--- config.mk ---
export PLATFORM = sky130hd
export DESIGN_NAME = ps2_scan_display_flat
export DESIGN_NICKNAME = d
export VERILOG_FILES = /design/src/rtl/ps2_scan_display_if.sv /design/src/rtl/ps2_scan_display.sv /design/src/flat_wrapper.sv
export SDC_FILE = /design/constraint.sdc
export NUM_CORES = 1
export LEC_CHECK = 0
export CORE_AREA = 3 3 95 97
export DETAILED_ROUTE_END_ITERATION = 10
export DIE_AREA = 0 0 98 100
export MAX_ROUTING_LAYER = met4
export PLACE_DENSITY_LB_ADDON = 0.05
export RECOVER_POWER = 50
export SLEW_MARGIN = 15
export SYNTH_ARGS = -nofsm -noshare
export SYNTH_HDL_FRONTEND = slang
export SYNTH_SLANG_ARGS = --single-unit
--- constraint.sdc ---
create_clock -name clk -period 3 [get_ports clk]
set_clock_uncertainty 0.2 [all_clocks]
set_input_delay 0.75 -clock clk [delete_from_list [all_inputs] [get_ports clk]]
set_output_delay 0.75 -clock clk [all_outputs]
set_load 0.02 [all_outputs]
--- src/rtl/ps2_scan_display_if.sv ---
// Pin-level bundle of the PS/2 keyboard monitor: PS/2 lines in, display and key-event lines out.
interface ps2_scan_display_if #(
   parameter int NUM_DIGITS = 4
);
   logic                  ps2d;
   logic                  ps2c;
   logic [NUM_DIGITS-1:0] an;
   logic [7:0]            sseg;
   logic                  key_valid;
   logic [7:0]            key_code;
   logic                  key_ext;
   logic                  key_break;
   logic                  parity_err;

   modport master (
      output ps2d, ps2c,
      input  an, sseg, key_valid, key_code, key_ext, key_break, parity_err
   );

   modport slave (
      input  ps2d, ps2c,
      output an, sseg, key_valid, key_code, key_ext, key_break, parity_err
   );
endinterface

--- src/rtl/ps2_scan_display.sv ---
// PS/2 keyboard monitor: frame receiver, E0/F0 prefix decoder, key-code history
// and a time-multiplexed hex display of that history.
//
// receiver   | meaning
// RX_IDLE    | waiting for a start bit (fall tick with ps2d low)
// RX_DATA    | shifting 8 data bits, parity and stop, one per fall tick
// RX_CHECK   | one cycle: flag byte_done or parity_err, then back to idle
//
// decoder    | meaning
// DC_BASE    | no prefix seen
// DC_EXT     | E0 seen
// DC_BRK     | F0 seen
// DC_EXTBRK  | E0 and F0 seen
module ps2_scan_display #(
   parameter int NUM_DIGITS   = 4,
   parameter int REFRESH_BITS = 16,
   parameter int FILTER_LEN   = 8,
   parameter int TIMEOUT_CYC  = 100000,
   parameter int SHOW_BREAK   = 0
) (
   input logic clk,
   input logic reset,
   ps2_scan_display_if.slave bus
);

   localparam int HIST = NUM_DIGITS / 2;
   localparam int PW   = $clog2(NUM_DIGITS);
   localparam int TW   = $clog2(TIMEOUT_CYC + 1);

   typedef enum logic [1:0] {RX_IDLE, RX_DATA, RX_CHECK} rx_state_t;
   typedef enum logic [1:0] {DC_BASE, DC_EXT, DC_BRK, DC_EXTBRK} dc_state_t;

   logic [FILTER_LEN-1:0] filt_sr;
   logic [FILTER_LEN-1:0] filt_nxt;
   logic                  ps2c_f;
   logic                  ps2c_f_d;
   logic                  fall_tick;
   logic                  d_meta;
   logic                  d_sync;

   rx_state_t             rx_state;
   rx_state_t             rx_next;
   logic [3:0]            bit_cnt;
   logic [9:0]            frame_sr;
   logic [TW-1:0]         to_cnt;
   logic                  rx_timeout;
   logic                  frame_ok;
   logic                  byte_done;
   logic                  rx_perr;
   logic [7:0]            rx_byte;

   dc_state_t             dc_state;
   dc_state_t             dc_next;
   logic                  emit;
   logic                  emit_ext;
   logic                  emit_brk;
   logic                  key_valid_q;
   logic [7:0]            key_code_q;
   logic                  key_ext_q;
   logic                  key_break_q;

   logic [HIST-1:0][8:0]  hist;
   logic [REFRESH_BITS-1:0] presc;
   logic [PW-1:0]         dig_ptr;
   logic [8:0]            sel_entry;
   logic [3:0]            nibble;
   logic                  dp_n;
   logic [NUM_DIGITS-1:0] an_q;
   logic [7:0]            sseg_q;

   // Filtered clock is decided from the shift register including the current sample,
   // so it changes on the FILTER_LEN-th consistent sample.
   assign filt_nxt  = {filt_sr[FILTER_LEN-2:0], bus.ps2c};
   assign fall_tick = ps2c_f_d & ~ps2c_f;

   always_ff @(posedge clk or negedge reset) begin
      if (!reset) begin
         filt_sr  <= '1;
         ps2c_f   <= 1'b1;
         ps2c_f_d <= 1'b1;
         d_meta   <= 1'b1;
         d_sync   <= 1'b1;
      end else begin
         filt_sr  <= filt_nxt;
         if (&filt_nxt)
            ps2c_f <= 1'b1;
         else if (~|filt_nxt)
            ps2c_f <= 1'b0;
         ps2c_f_d <= ps2c_f;
         d_meta   <= bus.ps2d;
         d_sync   <= d_meta;
      end
   end

   assign rx_timeout = (rx_state == RX_DATA) && !fall_tick && (to_cnt == '0);
   assign frame_ok   = frame_sr[9] & (^frame_sr[8:0]);
   assign byte_done  = (rx_state == RX_CHECK) && frame_ok;
   assign rx_perr    = (rx_state == RX_CHECK) && !frame_ok;
   assign rx_byte    = frame_sr[7:0];

   always_comb begin
      rx_next = rx_state;
      case (rx_state)
         RX_IDLE:  if (fall_tick && !d_sync) rx_next = RX_DATA;
         RX_DATA: begin
            if (rx_timeout)
               rx_next = RX_IDLE;
            else if (fall_tick && bit_cnt == 4'd9)
               rx_next = RX_CHECK;
         end
         RX_CHECK: rx_next = RX_IDLE;
         default:  rx_next = RX_IDLE;
      endcase
   end

   always_ff @(posedge clk or negedge reset) begin
      if (!reset) begin
         rx_state <= RX_IDLE;
         bit_cnt  <= '0;
         frame_sr <= '0;
         to_cnt   <= '0;
      end else begin
         rx_state <= rx_next;
         if (rx_state == RX_IDLE && fall_tick && !d_sync)
            bit_cnt <= '0;
         else if (rx_state == RX_DATA && fall_tick) begin
            bit_cnt  <= bit_cnt + 4'd1;
            frame_sr <= {d_sync, frame_sr[9:1]};
         end
         if (fall_tick)
            to_cnt <= TW'(TIMEOUT_CYC);
         else if (rx_state == RX_DATA && to_cnt != '0)
            to_cnt <= to_cnt - TW'(1);
      end
   end

   assign emit_ext = (dc_state == DC_EXT) || (dc_state == DC_EXTBRK);
   assign emit_brk = (dc_state == DC_BRK) || (dc_state == DC_EXTBRK);

   always_comb begin
      dc_next = dc_state;
      emit    = 1'b0;
      if (rx_perr || rx_timeout)
         dc_next = DC_BASE;
      else if (byte_done) begin
         if (rx_byte == 8'hE0) begin
            if (dc_state == DC_BASE)     dc_next = DC_EXT;
            else if (dc_state == DC_BRK) dc_next = DC_EXTBRK;
         end else if (rx_byte == 8'hF0) begin
            if (dc_state == DC_BASE)     dc_next = DC_BRK;
            else if (dc_state == DC_EXT) dc_next = DC_EXTBRK;
         end else begin
            emit    = 1'b1;
            dc_next = DC_BASE;
         end
      end
   end

   always_ff @(posedge clk or negedge reset) begin
      if (!reset) begin
         dc_state    <= DC_BASE;
         key_valid_q <= 1'b0;
         key_code_q  <= '0;
         key_ext_q   <= 1'b0;
         key_break_q <= 1'b0;
         hist        <= '0;
      end else begin
         dc_state    <= dc_next;
         key_valid_q <= emit;
         if (emit) begin
            key_code_q  <= rx_byte;
            key_ext_q   <= emit_ext;
            key_break_q <= emit_brk;
            if (SHOW_BREAK != 0 || !emit_brk) begin
               for (int k = HIST - 1; k > 0; k--)
                  hist[k] <= hist[k-1];
               hist[0] <= {emit_ext, rx_byte};
            end
         end
      end
   end

   function automatic logic [6:0] hex_glyph(input logic [3:0] n);
      case (n)
         4'h0: hex_glyph = 7'b1000000;
         4'h1: hex_glyph = 7'b1111001;
         4'h2: hex_glyph = 7'b0100100;
         4'h3: hex_glyph = 7'b0110000;
         4'h4: hex_glyph = 7'b0011001;
         4'h5: hex_glyph = 7'b0010010;
         4'h6: hex_glyph = 7'b0000010;
         4'h7: hex_glyph = 7'b1111000;
         4'h8: hex_glyph = 7'b0000000;
         4'h9: hex_glyph = 7'b0010000;
         4'hA: hex_glyph = 7'b0001000;
         4'hB: hex_glyph = 7'b0000011;
         4'hC: hex_glyph = 7'b1000110;
         4'hD: hex_glyph = 7'b0100001;
         4'hE: hex_glyph = 7'b0000110;
         default: hex_glyph = 7'b0001110;
      endcase
   endfunction

   always_comb begin
      sel_entry = '0;
      for (int k = 0; k < HIST; k++)
         if (int'(dig_ptr) / 2 == k)
            sel_entry = hist[k];
      nibble = dig_ptr[0] ? sel_entry[7:4] : sel_entry[3:0];
      dp_n   = ~(sel_entry[8] & ~dig_ptr[0]);
   end

   // an/sseg are registered together so the enable and glyph always change on the same edge.
   always_ff @(posedge clk or negedge reset) begin
      if (!reset) begin
         presc   <= '0;
         dig_ptr <= '0;
         an_q    <= '1;
         sseg_q  <= '1;
      end else begin
         presc <= presc + REFRESH_BITS'(1);
         if (&presc)
            dig_ptr <= (dig_ptr == PW'(NUM_DIGITS - 1)) ? '0 : dig_ptr + PW'(1);
         an_q   <= ~(NUM_DIGITS'(1) << dig_ptr);
         sseg_q <= {dp_n, hex_glyph(nibble)};
      end
   end

   assign bus.an         = an_q;
   assign bus.sseg       = sseg_q;
   assign bus.key_valid  = key_valid_q;
   assign bus.key_code   = key_code_q;
   assign bus.key_ext    = key_ext_q;
   assign bus.key_break  = key_break_q;
   assign bus.parity_err = rx_perr;

endmodule

--- src/flat_wrapper.sv ---
// flat-port wrapper written by rule: the top's interface ports become plain ports
module ps2_scan_display_flat 
#(
   parameter int NUM_DIGITS   = 4,
   parameter int REFRESH_BITS = 16,
   parameter int FILTER_LEN   = 8,
   parameter int TIMEOUT_CYC  = 100000,
   parameter int SHOW_BREAK   = 0
)
  (clk, reset, bus_ps2d, bus_ps2c, bus_an, bus_sseg, bus_key_valid, bus_key_code, bus_key_ext, bus_key_break, bus_parity_err);
  ps2_scan_display_if #(.NUM_DIGITS(NUM_DIGITS)) bus_i ();
  input logic clk;
  input logic reset;
  input wire logic [$bits(bus_i.ps2d)-1:0] bus_ps2d;
  input wire logic [$bits(bus_i.ps2c)-1:0] bus_ps2c;
  output wire logic [$bits(bus_i.an)-1:0] bus_an;
  output wire logic [$bits(bus_i.sseg)-1:0] bus_sseg;
  output wire logic [$bits(bus_i.key_valid)-1:0] bus_key_valid;
  output wire logic [$bits(bus_i.key_code)-1:0] bus_key_code;
  output wire logic [$bits(bus_i.key_ext)-1:0] bus_key_ext;
  output wire logic [$bits(bus_i.key_break)-1:0] bus_key_break;
  output wire logic [$bits(bus_i.parity_err)-1:0] bus_parity_err;
  assign bus_i.ps2d = bus_ps2d;
  assign bus_i.ps2c = bus_ps2c;
  assign bus_an = bus_i.an;
  assign bus_sseg = bus_i.sseg;
  assign bus_key_valid = bus_i.key_valid;
  assign bus_key_code = bus_i.key_code;
  assign bus_key_ext = bus_i.key_ext;
  assign bus_key_break = bus_i.key_break;
  assign bus_parity_err = bus_i.parity_err;
  ps2_scan_display #(.NUM_DIGITS(NUM_DIGITS), .REFRESH_BITS(REFRESH_BITS), .FILTER_LEN(FILTER_LEN), .TIMEOUT_CYC(TIMEOUT_CYC), .SHOW_BREAK(SHOW_BREAK)) u_core (.clk(clk), .reset(reset), .bus(bus_i));
endmodule
== Yosys cells after proc, flatten, opt, wreduce, memory -nomap -nowiden ==
Memory sizes are Yosys's and may differ from the RTL's. A register that Yosys moved wholly into a read port is not among the register bits.
Index checks and enable logic that the tools add are counted.
W data, S select, Z words.

* Register bits: 105
* Bits in latches: 0
* Bits in writable memories: 0
* Bits in read-only memories: 112
* Input port bits: 4
* Output and inout port bits: 24
* Logic and storage cells: 108
* Memories: 1

* $add $sub $neg: 4
* Multiply operators: 0
* Div/mod/pow operators: 0
* Magnitude comparators: 0
* Equality and inequality tests: 14
* Shift operators: 1
* Multiplexer cells: 26
* Bitwise logic cells: 9
* Reduce and logical (&&, ||, !) cells: 33

{| class="wikitable"
|+ Memories
! name !! words !! bits a word !! rd ports !! clocked after Yosys merged registers in !! wr ports !! RTL line !! RTL
|-
| (no name shown) || 16 || 7 || 1 || 1 || 0 || ps2_scan_display.sv:184 || <nowiki>case (n)</nowiki>
|}

{| class="wikitable"
|+ Operators by type and width
! kind !! number
|-
| $mux W17 || 2
|-
| $logic_not A32 Y1 || 1
|-
| $mux W2 || 12
|-
| $mux W9 || 2
|-
| $logic_not A17 Y1 || 1
|-
| $reduce_bool A17 Y1 || 1
|-
| $sub A17 B1 Y17 const B || 1
|-
| $add A16 B1 Y16 const B || 1
|-
| $eq A8 B8 Y1 const B || 2
|-
| $reduce_and A16 Y1 || 1
|-
| $mux W4 || 3
|-
| $logic_and A1 B1 Y1 || 10
|-
| $reduce_xor A9 Y1 || 1
|-
| $eq A2 B2 Y1 const B || 4
|-
| $reduce_and A8 Y1 || 1
|-
| $reduce_or A8 Y1 || 1
|-
| $mux W1 || 6
|-
| $reduce_and A2 Y1 || 3
|-
| $reduce_bool A2 Y1 || 3
|-
| $ne A5 B1 Y1 const B || 1
|-
| $not A1 Y1 || 5
|-
| $add A4 B1 Y4 const B || 1
|-
| $eq A2 B1 Y1 const B || 2
|-
| $eq A4 B4 Y1 const B || 1
|-
| 12 further kinds || 21
|}

== Depth between registers and ports, before layout ==
Gate-level depths: netlist of the first run.

* Word-level depth: 8
* Depth in mapped cells: 8
* Mapped depth without buffers: 6

== Worst setup path before layout of the first run ==
Ideal clock, no wire load.

* Path kind: register -> output
* Start: reg u_core.frame_sr[4]
* End: out bus_parity_err
* Arrival: 1855 ps
* Data required time: 2050 ps
* Slack: 195 ps
* Cell stages (with the launch flop): 6
* Path buffers: 0
* Cell sequence: dfrtp_1 > inv_1 > ha_1 > xnor3_1 > xnor2_1 > a21boi_0

* Longest elaborated chain between the ends: 4

{| class="wikitable"
|+ RTL lines
! item !! RTL line !! RTL
|-
| start: declaration || ps2_scan_display.sv:44 || <nowiki>logic [9:0] frame_sr;</nowiki>
|-
| start signal: assignment || ps2_scan_display.sv:128 || <nowiki>frame_sr <= {d_sync, frame_sr[9:1]};</nowiki>
|-
| $reduce_xor A9 Y1 || ps2_scan_display.sv:96 || <nowiki>assign frame_ok = frame_sr[9] & (^frame_sr[8:0]);</nowiki>
|-
| $and A1 B1 Y1 || ps2_scan_display.sv:96 ||
|-
| $logic_not A1 Y1 || ps2_scan_display.sv:98 || <nowiki>assign rx_perr = (rx_state == RX_CHECK) && !frame_ok;</nowiki>
|-
| $logic_and A1 B1 Y1 || ps2_scan_display.sv:98 ||
|-
| end: declaration || flat_wrapper.sv:22 || <nowiki>output wire logic [$bits(bus_i.parity_err)-1:0] bus_parity_err;</nowiki>
|}

Every way passes these cells.

== Worst setup path in the final report of the first run ==
* Start: reg u_core.frame_sr[2]
* End: out bus_parity_err

Same word-level chain as after synthesis.

==> metrics, run 1 <==
Max Freq 0.344 GHz; final wirelength 8380 um; Max FO, Critical Path 3; clock-pin slew on the worst setup and hold paths around 0.11 ns; VDD IR max 427 uV; worst path bufs/invs 2; cells on worst reg2reg path 6; Final period util 0.969; Syn Inst Count 414; RePlAce Congestion 0.806; hold crit path type reg -> reg; RSZ-0062 raised after global routing yes; Arr. time, crit path 1.96 ns; synthesized flop and latch total 105; largest area contributor in the netlist dfrtp_1; via-per-instance ratio roughly 5.6; Overflow after GRT 0; WL per Instance about 15 um; Worst Tran Pin Value 1.25 ns; initial antenna violation count 0; # fillers ~630; I/O pins 28; number of global-route vias before repair approximately 3.2k; CP Launch Type flip-flop; Finished Cell Area 0.00552 mm2; Setup crit end kind primary output; die area between 0.009 and 0.01 mm2; sequential area share after synthesis 0.551; CTS tree built; nets 480; largest family of logic cells by synthesized area simple AND/OR/NAND/NOR gates; input/output buffers 27; routed via count 3,170; CTS sink count about 110; Core Box Area 0.00822 mm2; drt pass-1 iters 4; Post-Synth XOR/XNOR Area 0.0337; Slowest-stage cell, CP xnor3_1; count of final setup violators 0; Slew headroom 0.170; Worst path max stage delay between 0.4 and 0.5 ns; pwr dens 524 mW/mm2; synth top area cells dfrtp_1 (43%), dfstp_2 (13%), mux2_2 (7.7%), ha_1 (5.2%), nand2_1 (3.7%); async set or reset register ratio after synthesis 1.00; final hold violation count 0; Cell Area, Synth around 0.0048 mm2; CP cell instances inv_1 -> ha_4 -> xnor3_1 -> xnor2_2 -> a21boi_2 -> buf_6; Leak 0.00246 uW; Layout area overhead 14.4%; Starting Density 0.587; dpl cell area 0.00531 mm2; MaxCap Viol Count 0; most common cell in the netlist dfrtp_1; syn_nets about 440; multi-input logic area 0.00205 mm2; H-Tree Level Count 3; total power 2890 uW; max-slew violations 0; FF/Latch Area 0.00266 mm2; fraction of layout cells with a size suffix above 1 0.210; Crit path max-delay family XOR/XNOR gates; Post-synth top cells dfrtp_1 (82), nand2_1 (48), mux2_2 (33), dfstp_2 (23), inv_1 (22); Distinct cells, synth 49; outcome finished, final reports clean; Synth Flop Type dfrtp_1; GR Util All Layers 0.191; Die W 98 um; pin count of the biggest net entering global routing 52; first-pass GRT wire length ~15,000 um; DR DRC count 0; hold buffer count at CTS 0; data required time at the worst endpoint ~2.1 ns; CTS max path bufs 2; synthesized-area fraction occupied by adder cells 0.0519; Ys Warns 0; Synth Area in Compound Gates 0.0859; FP Rows 33; Die Y 100 um; Setup Crit Path Kind reg -> out; post-synthesis mux area share 0.110; EDFF count, synth 0; post-DP HPWL 5940 um; Min Clock Period, post-route 2.91 ns; 1st-iter DRT viols 96; Simple-Gate Fraction of Synth Area 0.136; hold depth 0; Yosys top cell area share 0.425; Avg Inst Size Synth 11.7 um2; WP depth 6; worst reg2reg setup slack around 0.43 ns; n_diodes 0; CTS root buffer clkbuf_8; DRT antenna net count 0; Clock Latency Late Sink 0.36 ns; cts bufs inserted 9
[stage by stage]
stage / util / setup slack [ns] / setup TNS, ns / cells / hold slack (ns)
6_report: 0.672 / 0.0937 / 0 / 566 / 0.170
5_1_grt: 0.672 / -0.0303 / -0.0303 / 566 / 0.176
4_1_cts: 0.670 / 0.0169 / 0 / 566 / 0.167
3_5_place_dp: 0.647 / -0.131 / -0.131 / 549 / 0.148
3_3_place_gp: 0.647 / -0.0801 / -0.0801 / 549 / 0.147
2_1_floorplan: - / 0.195 / 0 / 414 / 0.145
[worst register-to-register path, cell delays in order (launching register included)]
cell     delay [ns]
dfrtp_1        0.35
inv_1          0.07
ha_4           0.26
xnor3_1        0.41
xnor2_2        0.24
nand4_1        0.47
mux2_2         0.46
[where the power goes]
part	leakage [uW]	switching [uW]	internal, uW
sequential	0.00133	129	1540
combinational	0.00104	228	171
clock	0.0000923	505	318
total	0.00246	861	2030
[worst paths after layout]
check | startpoint | to
setup / recovery | u_core.frame_sr[2] | bus_parity_err
max in group asynchronous | reset | u_core.hist[11]
hold reg to reg | u_core.d_meta | u_core.d_sync
hold / removal | u_core.d_meta | u_core.d_sync
min in group asynchronous | reset | u_core.bus.key_code[5]
setup reg to reg | u_core.frame_sr[2] | u_core.bus.key_code[0]
[cells by family (layout without fill, tap and decap cells)]
logic type / after synthesis / after routing
AO/OA/AOI/OAI: 63 / 63
AND/OR/NAND/NOR: 128 / 128
XOR/XNOR: 17 / 17
flip-flops: 105 / 105
adder cells (fa/ha/maj): 20 / 20
multiplexers: 44 / 44
buffers and inverters: 37 / 84
[layer usage]
layer  up-vias  track usage  wire length, um
met4         0       0.0596              112
met3        12       0.0431              310
met5         -            -                0
li1       1544            -                -
met1      1556        0.238             3790
met2        58        0.316             4160
[registers in the layout, indices dropped and copies added, names as in the netlist, 2 cells and up]
signal	flops
u_core.to_cnt	17
u_core.dc_state	2
u_core.rx_state	2
u_core.bus.sseg	8
u_core.presc	16
u_core.filt_sr	7
u_core.bit_cnt	4
u_core.dig_ptr	2
u_core.frame_sr	10
u_core.hist	18
u_core.bus.key_code	8
u_core.bus.an	4
[area by class of cell]
cell class                 count  area share
timing repair buffer          46      0.0746
clock buffer                   9      0.0224
tap                          105      0.0238
multi-input combinational    272       0.372
inverter                      22      0.0150
clock inverter                 7      0.0113
sequential                   105       0.481
[cell usage in the layout, fill, tap and decap left out, drive strengths merged, types with 3 or more instances in the layout]
cell type and n:
a211oi 3, a21oi 14, and2 5, and3 5
buf 18, clkbuf 11, clkdlybuf4s50 23, clkinv 3
dfrtp 82, dfstp 23, ha 20, inv 25
mux2 33, mux2i 7, mux4 4, nand2 48
nand2b 6, nand3 13, nand4 6, nor2 16
nor2b 5, nor3 7, nor4 4, o211ai 3
o21a 3, o21ai 17, o31ai 7, o41ai 3
or4 5, xnor2 10, xor2 6
[repair_timing]
item / 4_1_cts / 5_1_grt
resized for setup: 5 / 7
endpoints found under the setup margin: 1 / 1
buffers inserted: 1 / 0
pin swaps: 1 / 4
Power figures use the tool's default switching activity.
==> run 2, diff against run 1 <==
CORE_AREA = 3 3 100 102   (was 3 3 95 97)
DIE_AREA = 0 0 103 105   (was 0 0 98 100)
clock period = 2.45 ns   (was 3 ns; I/O delays follow)
==> run 2 against run 1 <==
Against the previous run:
- the flow now finishes with violations (setup timing)
- hold slack worse by 0.011 ns
- power is 24% higher
- clock power is 20% higher
- sequential power is 22% higher
- sequential cell count stayed put
- non-clock buffer count is 16 higher
- design area is 4.0% higher
- via count is 1.9% higher
- first-iteration DRC count is 7.3% higher
- routed wire length is 6.0% higher
- register-to-register slack worse by 0.52 ns
- global-route usage is 1.5 points lower
- largest cell class unchanged
==> metrics, run 2 (synthesized netlist as in run 1, its figures left out) <==
GR Util All Layers 0.176 (-0.0150); met1 WL 4140 um (+9.2%); n_diodes 0 (unchanged); I/O pins 28 (unchanged); RSZ-0062 raised after global routing yes; Largest register FFs 18 (unchanged); fraction of layout cells with a size suffix above 1 0.241 (+0.0307); Layout area overhead 19.1%; final hold violation count 0 (unchanged); Min Clock Period, post-route 2.75 ns; RePlAce Congestion 0.781 (-3.2%); FP Rows 35 (+6.1%); tightest hold margin 0.158 ns (-0.0114 ns); Clock Latency Late Sink 0.36 ns (about the same); pin count of the biggest net entering global routing 43 (-17%); most frequent cells in the layout dfrtp_1 (82), nand2_1 (48), buf_4 (28); dpl cell area 0.00541 mm2 (+1.8%); CP cell instances ha_1 -> xnor3_1 -> xnor2_2 -> a21boi_2 -> buf_6; Finished Cell Area 0.00574 mm2 (+4.0%); VDD IR max 463 uV (+8.5%); max layer used met4; first-pass GRT wire length 15,100 um (+2.3%); total power 3590 uW (+24%); violations in the final reports setup timing; number of global-route vias before repair 3,245 (+1.2%); outcome complete, but fails checks; routed wl met3 181 um (-42%); drt pass-1 iters 4 (unchanged); input/output buffers 27 (unchanged); DR WL met2 4470 um (+7.4%); 1st-iter DRT viols 103 (+7.3%); Arr. time, crit path 1.94 ns (-0.02 ns); CTS sink count 105 (unchanged); Max Freq 0.363 GHz; Setup Crit Path Kind reg -> out; hold buffer count at CTS 0 (unchanged); CTS root buffer clkbuf_8; die area 0.0108 mm2 (+10%); hold crit path type in -> async; routed via count 3,229 (+1.9%); Worst path max stage delay 0.42 ns (about the same); WL per Instance 15.1 um (+2.0%); pwr dens 625 mW/mm2 (+19%); CTS tree built; initial antenna violation count 0 (unchanged); Final TNS setup -1.70 ns (-1.70 ns); Die Y 105 um (+5.0%); count of final setup violators 19 (+19); H-Tree Level Count 3 (unchanged); final wirelength 8880 um (+6.0%); MaxCap Viol Count 0 (unchanged); Slew headroom 0.326 (+0.156); Die W 103 um (+5.1%); max-slew violations 0 (unchanged); post-DP HPWL 6020 um (+1.3%); final core occ 0.624 (-0.0474); DR DRC count 0 (unchanged); CTS max path bufs 2 (unchanged); Starting Density 0.524 (-0.0625); commonest non-fill, non-tap cell in the layout dfrtp_1; cts bufs inserted 9 (unchanged); Worst Tran Pin Value 1.01 ns (-0.234 ns); data required time at the worst endpoint 1.64 ns (-0.41 ns); Setup crit end kind primary output; DRT antenna net count 0 (unchanged); setup ws final -0.302 ns (-0.396 ns); Leak 0.00256 uW (+3.8%); register ranked first by flip-flop count u_core.hist; clock-pin slew on the worst setup and hold paths 0.10 ns (about the same); Slowest-stage cell, CP xnor3_1; nets 496 (+3.3%); Max FO, Critical Path 2 (-1); via-per-instance ratio 5.49 (-1.9%); Overflow after GRT 0 (unchanged); Top Registers u_core.hist: 18 flops, u_core.to_cnt: 17 flops, u_core.presc: 16 flops; Core Box Area 0.00920 mm2 (+12%); CP Launch Type flip-flop; # fillers 741 (+17%); Final period util 1.12
==> run 2: changes by cell type in the layout (fill, tap and decap cells not counted), sizes merged <==
cell,change
clkbuf,+3
dlymetal6s2s,-1
buf,+14
==> run 2: timing repair <==
item                       4_1_cts  5_1_grt
pin swaps                        3        5
setup endpoints to repair        1       21
setup buffers                    1        4
resized for setup                9       22
cloned                           0        3
==> run 2: critical path: cells and delay by family, from the launching register on <==
family	cells	cell delay (ns)
compound gates	1	0.20
xor+xnor	2	0.58
fa+ha+maj	1	0.28
buf+inv	1	0.14
flops	1	0.39
==> run 2: cell type report <==
cell class | instances | area (um2) | area share
Clock inverter | 7 | 52.6 | 0.00915
Inverter | 22 | 82.6 | 0.0144
Clock buffer | 9 | 124 | 0.0216
Timing Repair Buffer | 62 | 579 | 0.101
Multi-Input combinational cell | 272 | 2110 | 0.367
Tap cell | 111 | 139 | 0.0242
Sequential cell | 105 | 2660 | 0.463
==> run 2: report_power, final <==
| group | switching (uW) | internal (uW) |
|---|---|---|
| logic | 308 | 257 |
| clock network | 611 | 380 |
| registers | 145 | 1890 |
| total | 1060 | 2530 |
==> run 2: worst paths after layout <==
path	start	endpoint	slack, ns	cells after the start
worst max-delay path	u_core.frame_sr[7]	bus_parity_err	-0.30	5
worst min-delay path	reset	u_core.bus.key_code[5]	0.16	1
worst max register to register	u_core.frame_sr[7]	u_core.hist[9]	-0.09	8
worst min register to register	u_core.d_meta	u_core.d_sync	0.16	0
max in group asynchronous	reset	u_core.presc[4]	0.39	2
min in group clk	u_core.d_meta	u_core.d_sync	0.16	0
==> run 2: through the flow <==
step,std cells,setup slack (ns)
CTS,581,-0.331
global route,588,-0.379
detailed placement,564,-0.464
finish,588,-0.302
global placement,564,-0.448
floorplan,414,-0.109
==> run 2: metal layers <==
layer,GRT usage,up-vias
li1,-,1571
met3,0.0280,8
met4,0.0555,0
met5,-,-
met1,0.229,1616
met2,0.283,34
==> run 3, diff against run 2 <==
CELL_PAD_IN_SITES_DETAIL_PLACEMENT = 1   (was not set)
CELL_PAD_IN_SITES_GLOBAL_PLACEMENT = 1   (was not set)
CORE_AREA = 3 3 101 103   (was 3 3 100 102)
DIE_AREA = 0 0 104 106   (was 0 0 103 105)
TNS_END_PERCENT = 100   (was not set)
clock period = 3.3 ns   (was 2.45 ns; I/O delays follow)
==> run 3 against run 2 <==
Against the previous run:
- the flow finishes with violations (capacitance limit, slew limit)
- register-to-register slack better by 0.77 ns
- global-route usage up 1.7 points
- sequential cell count unchanged
- clock power down 19%
- sequential power down 25%
- design area down 4.9%
- sequential share of layout area up 2.4 points
- setup slack better by 0.44 ns
- routed wire length up 10%
- critical path depth unchanged
==> metrics, run 3 (synthesized netlist as in run 1, its figures left out) <==
violations in the final reports capacitance limit, slew limit; VDD IR max 374 uV (-19%); cells on worst reg2reg path 4 (-4); final hold violation count 0 (unchanged); CTS sink count 105 (unchanged); clock-pin slew on the worst setup and hold paths 0.10 ns (about the same); GR Util All Layers 0.194 (+0.0174); pwr dens 493 mW/mm2 (-21%); Top Registers u_core.hist: 18 flops, u_core.to_cnt: 17 flops, u_core.presc: 16 flops; first-pass GRT wire length 16,900 um (+13%); Clock Latency Late Sink 0.36 ns (about the same); routed via count 3,229 (unchanged); Layout area overhead 13.2%; data required time at the worst endpoint 2.27 ns (+0.63 ns); Slowest-stage cell, CP dfrtp_1; DRT antenna net count 0 (unchanged); Leak 0.00241 uW (-6.0%); 1st-iter DRT viols 79 (-23%); commonest non-fill, non-tap cell in the layout dfrtp_1; CTS max path bufs 2 (unchanged); Slew headroom -0.357 (-0.683); Core Box Area 0.00928 mm2 (+0.95%); post-DP HPWL 6830 um (+13%); Starting Density 0.520 (-0.00495); Final period util 0.959; Hold Path End u_core.d_sync; hold depth 0; number of global-route vias before repair 3,530 (+8.8%); via-per-instance ratio 5.55 (+1.0%); initial antenna violation count 0 (unchanged); Worst Tran Pin Value 2.04 ns (+1.02 ns); Arr. time, crit path 2.14 ns (+0.20 ns); I/O pins 28 (unchanged); pin count of the biggest net entering global routing 43 (unchanged); DP Worst Slack 0.110 ns (+0.574 ns); hold crit path type reg -> reg; count of final setup violators 0 (-19); Reg-to-Reg Start u_core.to_cnt[2]; input/output buffers 27 (unchanged); Post-CTS Setup Bufs 0 (-1); cts bufs inserted 9 (unchanged); dpl cell area 0.00528 mm2 (-2.4%); CTS root buffer clkbuf_8; CP Launch Type flip-flop; n_diodes 0 (unchanged); FP Rows 35 (unchanged); Worst path max stage delay 0.41 ns (about the same); post-CTS sizing 4 (-5); Die W 104 um (+0.97%); Finished Cell Area 0.00546 mm2 (-4.9%); drt pass-1 iters 4 (unchanged); DR DRC count 0 (unchanged); Setup crit end kind primary output; Die Y 106 um (+0.95%); setup ws final 0.135 ns (+0.437 ns); hold buffer count at CTS 0 (unchanged); total power 2690 uW (-25%); FF-to-FF End u_core.to_cnt[13]; CP cell instances ha_1 -> xnor3_1 -> xnor2_1 -> a21boi_1 -> clkdlybuf4s15_2; Max Freq 0.316 GHz; WL per Instance 16.8 um (+11%); final core occ 0.588 (-0.0365); outcome complete, but fails checks; Overflow after GRT 0 (unchanged); register ranked first by flip-flop count u_core.hist; nets 472 (-4.8%); Min Clock Period, post-route 3.17 ns; worst hold start u_core.d_meta; Setup Crit Path Kind reg -> out; Final TNS setup 0 ns (+1.70 ns); Largest register FFs 18 (unchanged); fraction of layout cells with a size suffix above 1 0.185 (-0.0557); final wirelength 9790 um (+10%); H-Tree Level Count 3 (unchanged); worst reg2reg setup slack 0.68 ns (+0.77 ns); CTS tree built; RePlAce Congestion 0.842 (+7.8%); die area 0.0110 mm2 (+1.9%); MaxCap Viol Count 1 (+1); worst path bufs/invs 1 (unchanged); Max FO, Critical Path 3 (+1); max-slew violations 40 (+40); most frequent cells in the layout dfrtp_1 (82), nand2_1 (48), mux2_2 (33); Crit path max-delay family XOR/XNOR gates; RSZ-0062 raised after global routing no
-- run 3: per-layer routing --
layer  vias up  share of wire  global-route usage
li1       1520              -                   -
met1      1663           0.44               0.230
met2        31           0.52               0.342
met3        15          0.022              0.0328
met4         0          0.016              0.0570
met5         -              0                   -
-- run 3: cell type report --
class | instances | area (um2)
sequential | 105 | 2660
multi-input combinational | 272 | 2020
clock buffer | 12 | 166
fill | 986 | 3820
timing repair buffer | 38 | 345
inverter | 22 | 82.6
tap | 129 | 161
clock inverter | 4 | 31.3
-- run 3: worst max path at each step --
| stage | startpoint | to | slack [ns] | cells past startpoint |
|---|---|---|---|---|
| global placement | u_core.frame_sr[6] | bus_parity_err | 0.15 | 5 |
| floorplan | u_core.frame_sr[4] | bus_parity_err | 0.42 | 5 |
| CTS | u_core.frame_sr[6] | bus_parity_err | 0.02 | 5 |
| global route | reset | u_core.hist[12] | 0.02 | 2 |
| finish | u_core.frame_sr[6] | bus_parity_err | 0.13 | 5 |
| detailed placement | u_core.frame_sr[7] | bus_parity_err | 0.11 | 5 |
-- run 3: power by group --
part,switching (uW),internal [uW]
clock network,450,349
registers,123,1400
logic,221,149
total,794,1900
-- run 3: per-stage QoR --
| step | hold WS (ns) | std cells |
|---|---|---|
| final | 0.162 | 582 |
| after global placement | 0.147 | 566 |
| after floorplan | 0.145 | 414 |
| after global routing | 0.170 | 582 |
| after CTS | 0.163 | 582 |
| after detailed placement | 0.149 | 566 |
